### src/rtl/pipe_elastic_buffer.sv
// Elastic FIFO buffer between two pipeline stages: registered ready/valid,
// synchronous flush for redirects, and a saturating back-pressure counter.
module pipe_elastic_buffer #(
  parameter int WIDTH = 32,
  parameter int DEPTH = 2,
  parameter int CW    = $clog2(DEPTH + 1)
) (
  input  logic             clk,
  input  logic             reset,
  input  logic             in_valid,
  output logic             in_ready,
  input  logic [WIDTH-1:0] in_data,
  output logic             out_valid,
  input  logic             out_ready,
  output logic [WIDTH-1:0] out_data,
  input  logic             flush,
  output logic [CW-1:0]    occupancy,
  output logic [15:0]      stall_cnt
);

  localparam int AW = $clog2(DEPTH);

  logic [AW-1:0]    wr_ptr_q, wr_ptr_d;
  logic [AW-1:0]    rd_ptr_q, rd_ptr_d;
  logic [CW-1:0]    count_q, count_d;
  logic [15:0]      stall_q, stall_d;
  logic [WIDTH-1:0] mem_q [DEPTH];
  logic             push, pop;

  // Handshake outputs depend only on registered state.
  assign in_ready  = (count_q < CW'(DEPTH));
  assign out_valid = (count_q != '0);
  assign occupancy = count_q;
  assign stall_cnt = stall_q;
  // Gate the read so an empty buffer always shows a known, stable value.
  assign out_data  = out_valid ? mem_q[rd_ptr_q] : '0;

  always_comb begin
    push     = in_valid && in_ready && !flush;
    pop      = out_valid && out_ready && !flush;
    wr_ptr_d = wr_ptr_q;
    rd_ptr_d = rd_ptr_q;
    count_d  = count_q;
    stall_d  = stall_q;

    if (flush) begin
      wr_ptr_d = '0;
      rd_ptr_d = '0;
      count_d  = '0;
    end else begin
      if (push) wr_ptr_d = wr_ptr_q + AW'(1);
      if (pop)  rd_ptr_d = rd_ptr_q + AW'(1);
      case ({push, pop})
        2'b10:   count_d = count_q + CW'(1);
        2'b01:   count_d = count_q - CW'(1);
        default: count_d = count_q;
      endcase
    end

    // Back-pressure is counted independently of flush handling above.
    if (in_valid && !in_ready && !flush && (stall_q != 16'hFFFF))
      stall_d = stall_q + 16'd1;
  end

  always_ff @(posedge clk or negedge reset) begin
    if (!reset) begin
      wr_ptr_q <= '0;
      rd_ptr_q <= '0;
      count_q  <= '0;
      stall_q  <= '0;
    end else begin
      wr_ptr_q <= wr_ptr_d;
      rd_ptr_q <= rd_ptr_d;
      count_q  <= count_d;
      stall_q  <= stall_d;
    end
  end

  always_ff @(posedge clk) begin
    if (push) mem_q[wr_ptr_q] <= in_data;
  end

endmodule

### config.mk
export PLATFORM = sky130hd
export DESIGN_NAME = pipe_elastic_buffer
export DESIGN_NICKNAME = d
export VERILOG_FILES = /design/src/rtl/pipe_elastic_buffer.sv
export SDC_FILE = /design/constraint.sdc
export NUM_CORES = 1
export LEC_CHECK = 0
export CAP_MARGIN = 40
export CORE_UTILIZATION = 40
export CTS_BUF_LIST = sky130_fd_sc_hd__clkbuf_2
export CTS_CLUSTER_DIAMETER = 120
export DETAILED_ROUTE_END_ITERATION = 10
export DONT_BUFFER_PORTS = 1
export PLACE_DENSITY = 0.6
export SYNTH_ARGS = -nofsm -noshare
export SYNTH_HDL_FRONTEND = slang
export SYNTH_SLANG_ARGS = --single-unit
### constraint.sdc
create_clock -name clk -period 4.4 [get_ports clk]
set_clock_uncertainty 0.05 [all_clocks]
set_input_delay 0.66 -clock clk [delete_from_list [all_inputs] [get_ports clk]]
set_output_delay 0.66 -clock clk [all_outputs]
set_load 0.02 [all_outputs]
==> flow_summary.toml <==
[synth]
synth_most_common_cell = "edfxtp_1"
syn_area_per_cell_um2 = 14.8
synth_fa_ha_area_share_pct = 0.365
synth.top_cell.area_share_pct = 56.0
synth-simple-area-share_pct = 13.0
synth_nets = 270
synth-seq-cells = 84
syn_area_um2 = 3430
synth-edff-count = 64
ys_seq_area_share_pct = 70.6
yosys_warnings = 0
synth.area.top_cells = "edfxtp_1 (56%), dfrtp_1 (15%), mux2i_1 (9.3%)"
yosysTopAreaCell = "edfxtp_1"
synth-main-ff-cell = "edfxtp_1"
yosys.area_share.xor_xnor_pct = 4.09
synth.area.mux_share_pct = 9.67
synth-compound-area-share_pct = 0.912
synth_cells = 232
synth_top_family_by_area = "simple AND/OR/NAND/NOR gates"
synth_common_cells = "edfxtp_1 (64), nor2_1 (43), mux2i_1 (32), dfrtp_1 (20), xor2_1 (15)"
async_reset_ff_share_pct = 23.8
synth.distinct_cells = 31

[clock_network]
clockBufferDepth = 2
cts_sinks = 84
clk_pin_slew_worst_paths_ps = 230
cts_root_buf = "clkbuf_2"
h-tree-depth = 3
cts-buffers-inserted = 9
insertion_delay_ps = 510
cts_tree = "yes"
cts_setup_buffers = 0

[die]
die_h_um = 94.6
num_io_pins = 89
row_count = 33
fp.dieW_um = 94.6
coreArea_um2 = 8260
die-area_um2 = 8950
start_util_pct = 41.5

[timing]
rsz0062_at_grt = "false"
fmax_ghz = 0.392
fin_crit_ps = 2550
max_slew_margin_pct = 67.8
finalSetupViolCount = 0
fin_tns_setup_ps = 0
hold_viol_final = 0
worstMarginPinSlew_ps = 482
fin_crit_sh_pct = 57.9
setup_ws_ps = 1850
maxSlewViolCount = 0

[flow_run]
cap_violations = 0

[detailed_routing]
dr_total_vias = 1839
drt_pass1_iterations = 4
dr.first_iter.drc_count = 94
route.detailed.wl_per_inst_um = 16.4
wl_mm = 5.77
drc = 0
viasPerCell = 5.24
antenna_left = 0

[grt]
antenna_found_initial = 0
grt_max_degree = 34
grt_pass1_wl_mm = 9.10
grt_usage_pct = 14.2
overflow = 0
grt_pass1_vias = 1819

[critical_path]
cpPeakStageDelay_ps = 650
crit_slowest_cell = "dfrtp_1"
cp.required_ps = 3690
critPathTopFamily = "flip-flops"
crit_path_end_kind = "output pin"
path_class = "flop to output pin"
cp_num_cells = 3
cp-start-kind = "flop"
r2r_cells = 5
path_max_fanout = 33
cp.arrival_ps = 1840
path_buf_inv = 1
cp_cell_sequence = "nor2_2 -> buf_4 -> nor2_1"

[finish]
instances_no_fill = 351
area.growth.synth_to_final_pct = 8.06
diodes = 0
num-nets-final = 279
drive_gt1_share_pct = 14.2

[worst_hold_path]
hp-class = "input pin to flop"
hold_depth = 1

[power]
p_leak_nw = 1.36
p_per_area_nw_per_um2 = 384
vdd_drop_max_mv = 0.148

[status]
status = "complete, no violations"

[placement]
dp_cells = 333
hpwl_mm = 3.85
post-place-ws_ps = 2320
gp_congestion = 0.730
port_buffers = 0
-- repair_timing --
action / in CTS / in global routing
setup endpoints to repair: 0 / 0
hold buffers: 1 / 0
endpoints found under the hold margin: 20 / 0
resized for setup: 0 / 0
-- worst reg2reg max path, delay by kind of cell (launching register included) --
family | cells | cell delay [ps]
adder cells (fa/ha/maj) | 1 | 300
AND/OR/NAND/NOR | 3 | 780
multiplexers | 1 | 320
flip-flops | 1 | 570
-- cell type report --
| cell class | instances | area (µm²) |
|---|---|---|
| Inverter | 3 | 11.3 |
| Clock buffer | 9 | 45.0 |
| Multi-Input combinational cell | 137 | 973 |
| Clock inverter | 7 | 57.6 |
| Tap cell | 105 | 131 |
| Timing Repair Buffer | 6 | 63.8 |
| Fill cell | 755 | 4550 |
| Sequential cell | 84 | 2420 |
-- flip-flops by register name (all words and copies together), names as in the netlist --
signal / flops
mem_q: 64
occupancy: 2
rd_ptr_q: 1
stall_cnt: 16
wr_ptr_q: 1
-- kinds of logic (layout without fill, tap and decap cells) --
kind of cell,Yosys count,in the layout
and+or+nand+nor,81,81
buffers and inverters,11,25
xor gates and xnor gates,16,16
DFF,84,84
AOI/OAI and AO/OA,6,6
muxes,33,33
adders and majority gates,1,1
-- layer usage --
layer	global-route usage, %	wire, µm	share of wire (%)
met1	16.4	2390	41
met2	22.4	2800	48
met3	5.72	482	8.4
met4	7.83	104	1.8
met5	0	0	0
-- layout by cell type, fill, tap and decap left out, types with 2 or more instances in the layout --
cell        Yosys  layout
buf_4           0       3
inv_6           0       3
a21oi_1         4       4
edfxtp_1       64      64
nor4_1          3       3
nand3_1         4       4
xor2_1         15      15
mux2i_1        32      32
clkbuf_2        0       9
inv_1           3       3
nor3_2          3       4
nor3_1          5       4
clkinvlp_4      0       3
nand4_2         2       2
nand2b_1        2       2
dfrtp_1        20      19
nand2_1         7       7
nor2_1         43      42
nand4_1         3       3
-- worst paths after layout --
kind	from	to	slack, ps
worst min-delay path	flush	wr_ptr_q	120
worst min register to register	wr_ptr_q	wr_ptr_q	570
worst max register to register	stall_cnt[0]	stall_cnt[1]	2310
worst max-delay path	occupancy[1]	out_data[27]	1850
min in group asynchronous	reset	stall_cnt[3]	440
max in group asynchronous	reset	rd_ptr_q	3380
-- metrics by stage --
| stage | cell area [µm²] | power, mW | hold WS (ps) | utilization, % |
|---|---|---|---|---|
| after floorplan | 3430 | 1.06 | 314 | - |
| after detailed placement | 3580 | 1.09 | 315 | 43.4 |
| after global placement | 3560 | 1.08 | 315 | 43.1 |
| final | 3710 | 1.42 | 115 | 44.9 |
| after CTS | 3690 | 1.44 | 58.7 | 44.7 |
| after global routing | 3710 | 1.49 | 21.0 | 44.9 |
-- where the power goes --
group,total (mW),internal [mW],switching [mW]
sequential,0.926,0.893,0.0324
combinational,0.144,0.0441,0.0995
clock,0.352,0.0808,0.271
total,1.42,1.02,0.403
(Power assumes the default switching activity.)
